[src/rtl/mc_ctrl_if.sv]
// Control bus of the multi-cycle main controller: IR fields and hold in,
// fetch/datapath strobes, mux selects and debug/retire information out.
interface mc_ctrl_if #(
  parameter int CNT_W = 32
);
  logic [5:0]       opcode;
  logic [5:0]       funct;
  logic             hold;
  logic             PCWr;
  logic             IRWr;
  logic [1:0]       NPCop;
  logic [2:0]       Branchop;
  logic [2:0]       ALUop;
  logic             ALUSrc;
  logic             RegWr;
  logic [1:0]       RegDst;
  logic [1:0]       WDSel;
  logic             MemWr;
  logic [2:0]       state;
  logic             retire;
  logic [CNT_W-1:0] instr_cnt;

  // Controller side
  modport master (
    input  opcode, funct, hold,
    output PCWr, IRWr, NPCop, Branchop, ALUop, ALUSrc, RegWr, RegDst,
           WDSel, MemWr, state, retire, instr_cnt
  );

  // Datapath / environment side
  modport slave (
    output opcode, funct, hold,
    input  PCWr, IRWr, NPCop, Branchop, ALUop, ALUSrc, RegWr, RegDst,
           WDSel, MemWr, state, retire, instr_cnt
  );
endinterface

[src/rtl/mc_ctrl.sv]
// Multi-cycle main controller: sequences IF/ID/EX/MEM/WB, decodes the IR
// opcode/funct into datapath controls and counts retired instructions.
module mc_ctrl #(
  parameter int CNT_W = 32
) (
  input  logic      clk,
  input  logic      reset,
  mc_ctrl_if.master bus
);

  typedef enum logic [2:0] {
    S_IF  = 3'd0,
    S_ID  = 3'd1,
    S_EX  = 3'd2,
    S_MEM = 3'd3,
    S_WB  = 3'd4
  } state_e;

  state_e           state_q, state_d;
  logic [CNT_W-1:0] cnt_q;

  logic isR, isAddu, isSubu, isJr, isOri, isLui, isLw, isSw, isBeq, isJ, isJal;
  logic pcWr, irWr, regWr, memWr, retireRaw;
  logic [1:0] npcOp, regDst, wdSel;
  logic [2:0] aluOp;
  logic       aluSrc;
  logic       strobeEn;

  assign isR    = (bus.opcode == 6'h00);
  assign isAddu = isR && (bus.funct == 6'h21);
  assign isSubu = isR && (bus.funct == 6'h23);
  assign isJr   = isR && (bus.funct == 6'h08);
  assign isOri  = (bus.opcode == 6'h0d);
  assign isLui  = (bus.opcode == 6'h0f);
  assign isLw   = (bus.opcode == 6'h23);
  assign isSw   = (bus.opcode == 6'h2b);
  assign isBeq  = (bus.opcode == 6'h04);
  assign isJ    = (bus.opcode == 6'h02);
  assign isJal  = (bus.opcode == 6'h03);

  always_comb begin
    state_d   = state_q;
    pcWr      = 1'b0;
    irWr      = 1'b0;
    regWr     = 1'b0;
    memWr     = 1'b0;
    retireRaw = 1'b0;
    npcOp     = 2'd0;
    aluOp     = 3'd0;
    aluSrc    = 1'b0;
    regDst    = 2'd0;
    wdSel     = 2'd0;
    case (state_q)
      S_IF: begin
        irWr    = 1'b1;
        pcWr    = 1'b1;
        state_d = S_ID;
      end
      S_ID: begin
        if (isJ || isJr) begin
          pcWr      = 1'b1;
          npcOp     = isJ ? 2'd2 : 2'd3;
          retireRaw = 1'b1;
          state_d   = S_IF;
        end else if (isJal) begin
          pcWr    = 1'b1;
          npcOp   = 2'd2;
          state_d = S_WB;
        end else if (isBeq || isAddu || isSubu || isOri || isLui || isLw || isSw) begin
          state_d = S_EX;
        end else begin
          retireRaw = 1'b1;
          state_d   = S_IF;
        end
      end
      S_EX: begin
        if (isBeq) begin
          // Not-taken branches reload PC with the already-committed PC+4
          pcWr      = 1'b1;
          npcOp     = 2'd1;
          retireRaw = 1'b1;
          state_d   = S_IF;
        end else begin
          aluOp   = isSubu ? 3'd1 : isOri ? 3'd2 : isLui ? 3'd3 : 3'd0;
          aluSrc  = isOri || isLui || isLw || isSw;
          state_d = (isLw || isSw) ? S_MEM : S_WB;
        end
      end
      S_MEM: begin
        aluOp  = 3'd0;
        aluSrc = 1'b1;
        if (isSw) begin
          memWr     = 1'b1;
          retireRaw = 1'b1;
          state_d   = S_IF;
        end else if (isLw) begin
          state_d = S_WB;
        end else begin
          state_d = S_IF;
        end
      end
      S_WB: begin
        regWr     = 1'b1;
        retireRaw = 1'b1;
        regDst    = isJal ? 2'd2 : isR ? 2'd1 : 2'd0;
        wdSel     = isJal ? 2'd2 : isLw ? 2'd1 : 2'd0;
        state_d   = S_IF;
      end
      default: state_d = S_IF;
    endcase
  end

  // Strobes are killed combinationally so reset and hold act within the cycle
  assign strobeEn = reset && !bus.hold;

  always_ff @(posedge clk or negedge reset) begin
    if (!reset) begin
      state_q <= S_IF;
      cnt_q   <= '0;
    end else if (!bus.hold) begin
      state_q <= state_d;
      if (retireRaw) cnt_q <= cnt_q + CNT_W'(1);
    end
  end

  assign bus.PCWr      = pcWr && strobeEn;
  assign bus.IRWr      = irWr && strobeEn;
  assign bus.RegWr     = regWr && strobeEn;
  assign bus.MemWr     = memWr && strobeEn;
  assign bus.retire    = retireRaw && strobeEn;
  assign bus.NPCop     = npcOp;
  assign bus.Branchop  = 3'd0;
  assign bus.ALUop     = aluOp;
  assign bus.ALUSrc    = aluSrc;
  assign bus.RegDst    = regDst;
  assign bus.WDSel     = wdSel;
  assign bus.state     = state_q;
  assign bus.instr_cnt = cnt_q;

endmodule

[src/flat_wrapper.sv]
// flat-port wrapper written by rule: the top's interface ports become plain ports
module mc_ctrl_flat 
#(
  parameter int CNT_W = 32
)
  (clk, reset, bus_opcode, bus_funct, bus_hold, bus_PCWr, bus_IRWr, bus_NPCop, bus_Branchop, bus_ALUop, bus_ALUSrc, bus_RegWr, bus_RegDst, bus_WDSel, bus_MemWr, bus_state, bus_retire, bus_instr_cnt);
  mc_ctrl_if #(.CNT_W(CNT_W)) bus_i ();
  input  logic clk;
  input  logic reset;
  input wire logic [$bits(bus_i.opcode)-1:0] bus_opcode;
  input wire logic [$bits(bus_i.funct)-1:0] bus_funct;
  input wire logic [$bits(bus_i.hold)-1:0] bus_hold;
  output wire logic [$bits(bus_i.PCWr)-1:0] bus_PCWr;
  output wire logic [$bits(bus_i.IRWr)-1:0] bus_IRWr;
  output wire logic [$bits(bus_i.NPCop)-1:0] bus_NPCop;
  output wire logic [$bits(bus_i.Branchop)-1:0] bus_Branchop;
  output wire logic [$bits(bus_i.ALUop)-1:0] bus_ALUop;
  output wire logic [$bits(bus_i.ALUSrc)-1:0] bus_ALUSrc;
  output wire logic [$bits(bus_i.RegWr)-1:0] bus_RegWr;
  output wire logic [$bits(bus_i.RegDst)-1:0] bus_RegDst;
  output wire logic [$bits(bus_i.WDSel)-1:0] bus_WDSel;
  output wire logic [$bits(bus_i.MemWr)-1:0] bus_MemWr;
  output wire logic [$bits(bus_i.state)-1:0] bus_state;
  output wire logic [$bits(bus_i.retire)-1:0] bus_retire;
  output wire logic [$bits(bus_i.instr_cnt)-1:0] bus_instr_cnt;
  assign bus_i.opcode = bus_opcode;
  assign bus_i.funct = bus_funct;
  assign bus_i.hold = bus_hold;
  assign bus_PCWr = bus_i.PCWr;
  assign bus_IRWr = bus_i.IRWr;
  assign bus_NPCop = bus_i.NPCop;
  assign bus_Branchop = bus_i.Branchop;
  assign bus_ALUop = bus_i.ALUop;
  assign bus_ALUSrc = bus_i.ALUSrc;
  assign bus_RegWr = bus_i.RegWr;
  assign bus_RegDst = bus_i.RegDst;
  assign bus_WDSel = bus_i.WDSel;
  assign bus_MemWr = bus_i.MemWr;
  assign bus_state = bus_i.state;
  assign bus_retire = bus_i.retire;
  assign bus_instr_cnt = bus_i.instr_cnt;
  mc_ctrl #(.CNT_W(CNT_W)) u_core (.clk(clk), .reset(reset), .bus(bus_i));
endmodule
[config.mk]
export PLATFORM = sky130hd
export DESIGN_NAME = mc_ctrl_flat
export DESIGN_NICKNAME = d
export VERILOG_FILES = /design/src/rtl/mc_ctrl_if.sv /design/src/rtl/mc_ctrl.sv /design/src/flat_wrapper.sv
export SDC_FILE = /design/constraint.sdc
export NUM_CORES = 1
export LEC_CHECK = 0
export BUFFER_PORTS_ARGS = -buffer_cell sky130_fd_sc_hd__buf_2
export CAP_MARGIN = 20
export CORE_ASPECT_RATIO = 1.4
export CORE_MARGIN = 3
export CORE_UTILIZATION = 51
export DETAILED_ROUTE_END_ITERATION = 8
export PLACE_DENSITY = 0.8
export SETUP_SLACK_MARGIN = 0.1
export SLEW_MARGIN = 40
export SYNTH_ARGS = -nofsm -noshare
export SYNTH_HDL_FRONTEND = slang
export SYNTH_SLANG_ARGS = --single-unit
[constraint.sdc]
create_clock -name clk -period 2.6 [get_ports clk]
set_input_delay 0.39 -clock clk [delete_from_list [all_inputs] [get_ports clk]]
set_output_delay 0.39 -clock clk [all_outputs]
set_load 0.05 [all_outputs]
==> impl_metrics.ini, run 1 <==
[status]
run_status = completed

[cts]
clock_latency_ps = 280
cts.path.max_buffers = 2
htree_levels = 2
numClockSinks = 35
cts-buffers-inserted = 5
clock_tree.root_cell = clkbuf_8
tritoncts = yes
cts.reportedPaths.clkPinSlew_ps = 60

[setup_path]
maximum_fanout_encountered_on_the_critical_timing_path = 6
critPathCaptureType = output pin
critical-path-max-stage-delay_ps = 560
critical_path.cell_chain = buf_2, or4b_4, o211ai_2, a211oi_2, o31a_2, and2_4, buf_4
cp-start-kind = input pin
worst-r2r-cell-count = 8
criticalPathCategory = in2out
rr_startpoint = u_core.bus.state[2]$_DFFE_PN0N_
slowest_stage = or4b_4
arrival_ps = 2050
reg2reg_setup_slack_ps = 390
crit_start = bus_opcode[1]
critPathRequiredTime_ps = 2210
r2r_end = u_core.bus.instr_cnt[10]$_DFFE_PN0P_

[route]
highest_layer = met4
post_drt_via_cell_ratio = 5.69
drt-total-wl_um = 5020
met2_length_um = 2610
drcViolationCount = 0
post_route_met1_wirelength_um = 1940
route.met3.wl_um = 301
initial_drc_count = 70
via_count = 1933
firstDrtPassIters = 4
post_drt_wl_per_cell_um = 14.8
postRouteAntennaNets = 0

[logic_synthesis]
synthDistinctLibCells = 46
synth_common_cells = 35 x dfrtp_1, 20 x nand2_1, 19 x xnor2_1
syn-cell-area_um2 = 2120
synth_enable_flop_cells = 0
ys_async_sr_fraction_pct = 100
yosys_warnings = 0
synth_top_cell_by_area = dfrtp_1
synthFlopType = dfrtp_1
yosysSeqAreaShare_pct = 41.4
synthesis.area_per_instance_um2 = 9.57
most_repeated_cell_in_the_gate_level_netlist_after_synthesis = dfrtp_1
number_of_register_bits_inferred_by_synthesis = 35
synth_top_cells_by_area = dfrtp_1 41%, xnor2_1 7.9%, xor2_1 5.0%
post-synth-top-area-fraction_pct = 41.4
syn-instance-count = 221

[power_and_ir_drop]
power.ir.vdd_worst_mv = 0.463
sw_frac_of_total_pct = 35.2
power.net_switching_uw = 470
power_report.internal_total_uw = 865
powerDensity_nw_per_um2 = 510
static-leakage-power_uw = 0.00131
combinationalPowerShare_pct = 26.0
seq_power_share_pct = 46.5
pwr-share-clk_pct = 27.5

[grt]
first_pass_grt_wire_length_um = 8310
antenna_found_initial = 0
number_of_global_route_vias_before_repair = 1862
largest_net_degree_at_the_start_of_global_routing = 17
grt_use_total_pct = 21.8
gr-total-overflow = 0

[flow_run]
max_cap_viol_count = 0

[place]
place.detailed.hpwl_um = 3940
inst_count_dp = 329
numPortBuffers = 63
gp_congestion = 0.877

[sta]
final.setup_skew_ps = 5.43
maximum_achievable_frequency_ghz = 0.410
final_period_minus_worst_setup_slack_ps = 2440
max_slew_margin_pct = 65.7
unrepaired_setup_endpoints_after_global_routing = true
timing.final.crit_share_pct = 93.8
setup_total_negative_slack_ps = 0
tightestPinTransition_ps = 513
final_hold_viol_count = 0
count_of_endpoints_failing_setup_in_the_final_report = 0
drv_slew = 0

[final_layout]
antennaDiodeCount = 0
layout.cells.non_filler = 340
final_layout_size_suffix_gt1_share_pct = 35.4
nNetsFinal = 312
area_delta_synth_final_pct = 23.7

[worst_hold_path]
min_to = u_core.bus.state[1]$_DFFE_PN0N_
hold-path-cell-count = 2
origin_of_the_worst_min_delay_path = bus_hold
hold_path_class = in2reg

[die]
die_w_um = 60.4
row_count = 27
placeableCoreArea_um2 = 3950
floorplan.die.height_um = 82.2
i_o_pin_total = 68
floorplan.die_area_um2 = 4970
start_util_pct = 53.5
-- worst max-delay path by stage --
stage	end	slack, ps
2_1_floorplan	bus_retire	110
6_report	bus_retire	160
4_1_cts	bus_retire	110
3_3_place_gp	bus_retire	170
3_5_place_dp	bus_retire	100
5_1_grt	bus_PCWr	90
-- critical path: cells and delay by family --
kind / cells / cell delay, ps
AND/OR/NAND/NOR: 2 / 700
buffers and inverters: 2 / 320
AO/OA/AOI/OAI: 3 / 640
-- power by group through the flow --
stage | logic, uW | clock network (uW) | registers [uW]
6_report | 347 | 367 | 621
5_1_grt | 376 | 395 | 630
4_1_cts | 350 | 375 | 622
3_5_place_dp | 338 | 0 | 633
3_3_place_gp | 333 | 0 | 634
2_1_floorplan | 137 | 0 | 738
-- final cells by class --
cell class	count	area [um2]
Timing Repair Buffer	76	418
Tap cell	43	53.8
Inverter	8	30.0
Multi-Input combinational cell	170	1150
Clock buffer	7	76.3
Sequential cell	35	878
Fill cell	338	1340
Clock inverter	1	5.00
-- per-stage QoR --
step	setup WS [ps]	power, uW	hold WS [ps]	util (%)	area [um2]
2_1_floorplan	114	875	94.4	-	2140
3_3_place_gp	172	967	277	63.4	2510
3_5_place_dp	95.1	971	287	63.4	2510
4_1_cts	111	1350	411	66.2	2620
5_1_grt	85.4	1400	446	66.2	2620
6_report	162	1340	422	66.2	2620
-- logic make-up (layout without fill, tap and decap cells) --
group | after synthesis | count (layout) | share of synthesized area (%)
simple gates | 113 | 113 | 31.9
compound gates | 20 | 20 | 7.39
xor+xnor | 31 | 31 | 12.8
flops | 35 | 35 | 41.4
other cells | 1 | 4 | 0.177
buf+inv | 19 | 92 | 5.20
mux | 1 | 1 | 0.532
fa+ha+maj | 1 | 1 | 0.591
-- cells in the final DEF, fill, tap and decap left out, types with 7 or more instances in the layout --
cell type  netlist  routed
xnor2_1         19      19
nor3_1           8       7
a21oi_1          7       7
nor2_1          17      17
buf_2            1      62
buf_4            6      13
nand4_1         11      11
nand2_1         20      20
dfrtp_1         35      33
nor3_2           6       7
nand3_1         12      12
xor2_1          12      12
inv_1            8       8
-- registers in the layout, summed over array words and instances, names as in the netlist --
name                  cells
u_core.bus.instr_cnt     32
u_core.bus.state          3
-- what timing repair did --
action                     4_1_cts  5_1_grt
hold buffers                     1        0
pin swaps                        1        1
resized for setup                1        0
setup endpoints to repair        1        2
hold endpoints to repair         8        0
setup buffers                    2        0
-- routing by layer --
layer | vias to the layer above | GRT usage, %
met3 | 14 | 3.27
met1 | 913 | 23.8
li1 | 923 | -
met2 | 83 | 38.7
met5 | - | 0
met4 | 0 | 13.2
Note: power is estimated with default switching activity, not from simulation.
==> inputs of run 2 (changes only) <==
ABC_AREA = 1   (was default)
CORE_UTILIZATION = 54   (was 51)
PLACE_DENSITY = 0.81   (was 0.8)
==> impl_metrics.ini, run 2 <==
[place]
numPortBuffers = 63
place.detailed.hpwl_um = 5170
gp_congestion = 0.971

[grt]
first_pass_grt_wire_length_um = 11500
largest_net_degree_at_the_start_of_global_routing = 38
grt_use_total_pct = 25.5
gr-total-overflow = 0
antenna_found_initial = 0
number_of_global_route_vias_before_repair = 2691

[logic_synthesis]
synth_common_cells = 159 x nand2_1, 64 x nor2_1, 40 x nand3_1
yosysSeqAreaShare_pct = 33.3
most_repeated_cell_in_the_gate_level_netlist_after_synthesis = nand2_1
synthesis.area_per_instance_um2 = 6.45
syn-instance-count = 407
post-synth-top-area-fraction_pct = 33.3
synth_top_cells_by_area = dfrtp_1 33%, nand2_1 23%, nor2_1 9.1%
yosys_warnings = 0
synthFlopType = dfrtp_1
synth_enable_flop_cells = 0
synth_top_cell_by_area = dfrtp_1
number_of_register_bits_inferred_by_synthesis = 35
synthDistinctLibCells = 26
syn-cell-area_um2 = 2630
ys_async_sr_fraction_pct = 100

[power_and_ir_drop]
power.net_switching_uw = 578
sw_frac_of_total_pct = 39.6
powerDensity_nw_per_um2 = 482
power.ir.vdd_worst_mv = 0.371
power_report.internal_total_uw = 883
p_total_uw = 1460
static-leakage-power_uw = 0.00162
pwr-share-clk_pct = 27.5
seq_power_share_pct = 42.4
combinationalPowerShare_pct = 30.1

[final_layout]
largest_reg_flops = 32
layout_commonest_cell = nand2_1
n_fill_cell = 451
nNetsFinal = 484
antennaDiodeCount = 0
final_layout_size_suffix_gt1_share_pct = 20.3
area_delta_synth_final_pct = 15.4
highest_count_cells_in_the_layout_ignoring_fill_and_taps = 159 x nand2_1, 64 x nor2_1, 63 x buf_2

[route]
drt-total-wl_um = 6790
postRouteAntennaNets = 0
via_count = 2767
drcViolationCount = 0
post_drt_wl_per_cell_um = 12.8
initial_drc_count = 168
firstDrtPassIters = 4
post_drt_via_cell_ratio = 5.22

[die]
floorplan.die_area_um2 = 5750
i_o_pin_total = 68
start_util_pct = 57.0
placeableCoreArea_um2 = 4610
floorplan.die.height_um = 88.5
die_w_um = 64.9
row_count = 29

[cts]
cts.path.max_buffers = 2
cts_resized = 0
cts-buffers-inserted = 5
tritoncts = yes
number_of_setup_buffers_added_after_cts = 0
clock_latency_ps = 290
clock_tree.root_cell = clkbuf_8
numClockSinks = 35
postCtsHoldBufs = 0
htree_levels = 2
cts.reportedPaths.clkPinSlew_ps = 70

[flow_run]
max_cap_viol_count = 0

[setup_path]
critPathRequiredTime_ps = 2210
maximum_fanout_encountered_on_the_critical_timing_path = 5
criticalPathCategory = reg2out
arrival_ps = 1830
reg2reg_setup_slack_ps = 670
cp-start-kind = flip-flop
critPathCaptureType = output pin

[sta]
final.setup_skew_ps = 4.41
drv_slew = 0
timing.final.crit_share_pct = 85.4
final_hold_viol_count = 0
final_period_minus_worst_setup_slack_ps = 2220
maximum_achievable_frequency_ghz = 0.450
count_of_endpoints_failing_setup_in_the_final_report = 0
unrepaired_setup_endpoints_after_global_routing = false
setup_total_negative_slack_ps = 0

[status]
run_status = completed

[worst_hold_path]
hold_path_class = in2async
-- run 2: cell types whose count changed after synthesis, moves of 4 or more --
cell     delta
nand2_1   +139
nand3_1    +28
xor2_1      +4
nand4_1    -10
xnor2_1    -10
inv_1      +12
a21oi_1     -4
inv_2       +8
nor2_2      +4
nor2_1     +47
and4_1      -4
and3_1      -6
-- run 2: path summary, 6_finish.rpt --
kind | startpoint | end | cells after the start
setup reg to reg | u_core.bus.instr_cnt[0]$_DFFE_PN0P_ | u_core.bus.instr_cnt[30]$_DFFE_PN0P_ | 9
setup / recovery | u_core.bus.state[2]$_DFFE_PN0N_ | bus_retire | 6
max in group asynchronous | reset | u_core.bus.instr_cnt[7]$_DFFE_PN0P_ | 2
min in group clk | bus_hold | u_core.bus.state[1]$_DFFE_PN0N_ | 2
hold / removal | reset | u_core.bus.instr_cnt[12]$_DFFE_PN0P_ | 2
hold reg to reg | u_core.bus.instr_cnt[30]$_DFFE_PN0P_ | u_core.bus.instr_cnt[30]$_DFFE_PN0P_ | 2
-- run 2: cell families after synthesis --
logic type	after synthesis	share of synthesized area [%]
AO/OA/AOI/OAI	11	2.33
XOR/XNOR	25	8.34
adder cells (fa/ha/maj)	1	0.476
buffers and inverters	43	8.15
flip-flops	35	33.3
other	1	0.143
AND/OR/NAND/NOR	291	47.2
-- run 2: cell type report --
cell class / instances / area [um2] / area share (%)
Clock inverter: 1 / 5.00 / 0.165
Multi-Input combinational cell: 332 / 1550 / 51.1
Inverter: 28 / 105 / 3.47
Clock buffer: 6 / 82.6 / 2.72
Sequential cell: 35 / 876 / 28.9
Timing Repair Buffer: 66 / 338 / 11.1
Tap cell: 62 / 77.6 / 2.56
-- run 2: per-stage QoR --
stage          setup slack, ps  area, um2  util (%)  std cells  hold WS [ps]
3_3_place_gp               724       2940      63.9        523           493
6_report                   380       3030      65.8        530           168
5_1_grt                    273       3030      65.8        530           214
2_1_floorplan              172       2640         -        410          94.4
3_5_place_dp               688       2940      63.9        523           494
4_1_cts                    383       3030      65.8        530           185
-- run 2: worst max-delay path, stage by stage (launching register included) --
cell and delay, ps:
dfrtp_1 420, inv_1 130, nand3_2 140, nor3_2 290
nor2_1 120, a21oi_1 160, buf_2 280
-- run 2: routing by layer --
metal / share of wire (%) / up-vias / track usage, %
li1: - / 1391 / -
met5: 0 / - / 0
met2: 52 / 115 / 48.0
met1: 37 / 1228 / 26.8
met3: 5.9 / 33 / 3.43
met4: 4.8 / 0 / 15.0
-- run 2: power groups by stage --
stage                     clock, uW  sequential (uW)  combinational, uW
final                           402              620                440
after global routing            424              623                477
after CTS                       409              619                441
after detailed placement          0              629                439
after global placement            0              630                432
after floorplan                   0              744                233
==> inputs of run 3 (changes only) <==
CORE_UTILIZATION = 50   (was 54)
CTS_BUF_LIST = sky130_fd_sc_hd__clkbuf_8   (was default)
PLACE_DENSITY = 0.76   (was 0.81)
==> impl_metrics.ini, run 3 (synthesis gave the netlist of run 2 again) <==
[sta]
count_of_endpoints_failing_setup_in_the_final_report = 0
final_hold_viol_count = 0
unrepaired_setup_endpoints_after_global_routing = false
setup_total_negative_slack_ps = 0
drv_slew = 0
maximum_achievable_frequency_ghz = 0.461
hold-worst-slack_ps = 173
timing.final.crit_share_pct = 83.4
final.setup_skew_ps = 5.33
final_period_minus_worst_setup_slack_ps = 2170

[grt]
gr-total-overflow = 0
largest_net_degree_at_the_start_of_global_routing = 38
antenna_found_initial = 0
grt_use_total_pct = 25.0
number_of_global_route_vias_before_repair = 2575
first_pass_grt_wire_length_um = 11900

[final_layout]
antennaDiodeCount = 0
nNetsFinal = 484
final_layout_size_suffix_gt1_share_pct = 20.3
largest_reg_flops = 32
area_delta_synth_final_pct = 16.0
n_fill_cell = 529
layout_commonest_cell = nand2_1
highest_count_cells_in_the_layout_ignoring_fill_and_taps = 159 x nand2_1, 64 x nor2_1, 63 x buf_2
finish.utilization_pct = 61.5

[setup_path]
reg2reg_setup_slack_ps = 800
slowest_stage = dfrtp_1
rr_startpoint = u_core.bus.state[2]$_DFFE_PN0N_
critPathCaptureType = output pin
critical-path-max-stage-delay_ps = 420
arrival_ps = 1780
cp-start-kind = flip-flop
maximum_fanout_encountered_on_the_critical_timing_path = 4
r2r_end = u_core.bus.instr_cnt[7]$_DFFE_PN0P_
criticalPathCategory = reg2out
critPathRequiredTime_ps = 2210
worst-r2r-cell-count = 10
critical_path.cell_chain = inv_1, nand2_1, nor2_1, nand3_1, nand2_1, nor2_1, a21oi_1, buf_2

[cts]
number_of_setup_buffers_added_after_cts = 0
clock_latency_ps = 290
htree_levels = 2
tritoncts = yes
cts_resized = 0
clock_tree.root_cell = clkbuf_8
cts.reportedPaths.clkPinSlew_ps = 70
cts.path.max_buffers = 2
cts-buffers-inserted = 5
numClockSinks = 35
postCtsHoldBufs = 0

[route]
postRouteAntennaNets = 0
drt-total-wl_um = 7420
drcViolationCount = 0
post_drt_via_cell_ratio = 5.18
firstDrtPassIters = 4
via_count = 2759
post_drt_wl_per_cell_um = 13.9
initial_drc_count = 147

[die]
floorplan.die.height_um = 91.8
i_o_pin_total = 68
start_util_pct = 53.0
die_w_um = 67.3
placeableCoreArea_um2 = 4950
floorplan.die_area_um2 = 6170
row_count = 30

[place]
numPortBuffers = 63
gp_congestion = 0.945
place.detailed.hpwl_um = 5700

[power_and_ir_drop]
power.ir.vdd_worst_mv = 0.316
static-leakage-power_uw = 0.00163
powerDensity_nw_per_um2 = 493

[flow_run]
max_cap_viol_count = 0

[status]
run_status = completed

[worst_hold_path]
hold_path_class = in2async
## run 3: through the flow
stage / cell area [um2] / setup slack [ps] / total power (uW) / cells
after floorplan: 2640 / 172 / 977 / 410
after global placement: 2950 / 577 / 1070 / 525
after detailed placement: 2950 / 624 / 1070 / 525
after CTS: 3050 / 421 / 1510 / 533
after global routing: 3050 / 281 / 1570 / 533
final: 3050 / 431 / 1500 / 533
## run 3: final cells by class
| cell class | count | area (um2) | share of cell area, % |
|---|---|---|---|
| Clock buffer | 7 | 96.3 | 3.16 |
| Clock inverter | 1 | 3.75 | 0.123 |
| Inverter | 28 | 105 | 3.45 |
| Multi-Input combinational cell | 332 | 1550 | 50.8 |
| Sequential cell | 35 | 876 | 28.7 |
| Tap cell | 64 | 80.1 | 2.63 |
| Timing Repair Buffer | 66 | 338 | 11.1 |
## run 3: worst max-delay path by stage
stage                                                from       endpoint  slack (ps)  depth (start not counted)
after global placement                      bus_opcode[4]       bus_PCWr         580                          9
after detailed placement                    bus_opcode[4]       bus_PCWr         620                          9
after floorplan           u_core.bus.state[1]$_DFFE_PN0N_  bus_RegDst[0]         170                          3
after global routing      u_core.bus.state[2]$_DFFE_PN0N_     bus_retire         280                          6
after CTS                 u_core.bus.state[2]$_DFFE_PN0N_     bus_retire         420                          6
final                     u_core.bus.state[2]$_DFFE_PN0N_     bus_retire         430                          8
## run 3: report_power, final
group / switching (uW) / internal (uW) / leakage [uW]
combinational: 346 / 97.0 / 0.00109
sequential: 41.5 / 578 / 0.000482
clock: 201 / 238 / 0.0000557
total: 589 / 913 / 0.00163
## run 3: per-layer routing
layer | GRT usage, % | vias up | share of wire (%)
li1 | - | 1385 | -
met1 | 26.2 | 1260 | 39
met2 | 45.8 | 90 | 52
met3 | 4.29 | 24 | 5.0
met4 | 12.9 | 0 | 4.5
met5 | 0 | - | 0
## run 3: critical path, delay by kind of cell, from the launching register on
family / cells / cell delay (ps)
AO/OA/AOI/OAI: 1 / 150
buffers and inverters: 2 / 410
flip-flops: 1 / 420
AND/OR/NAND/NOR: 5 / 530
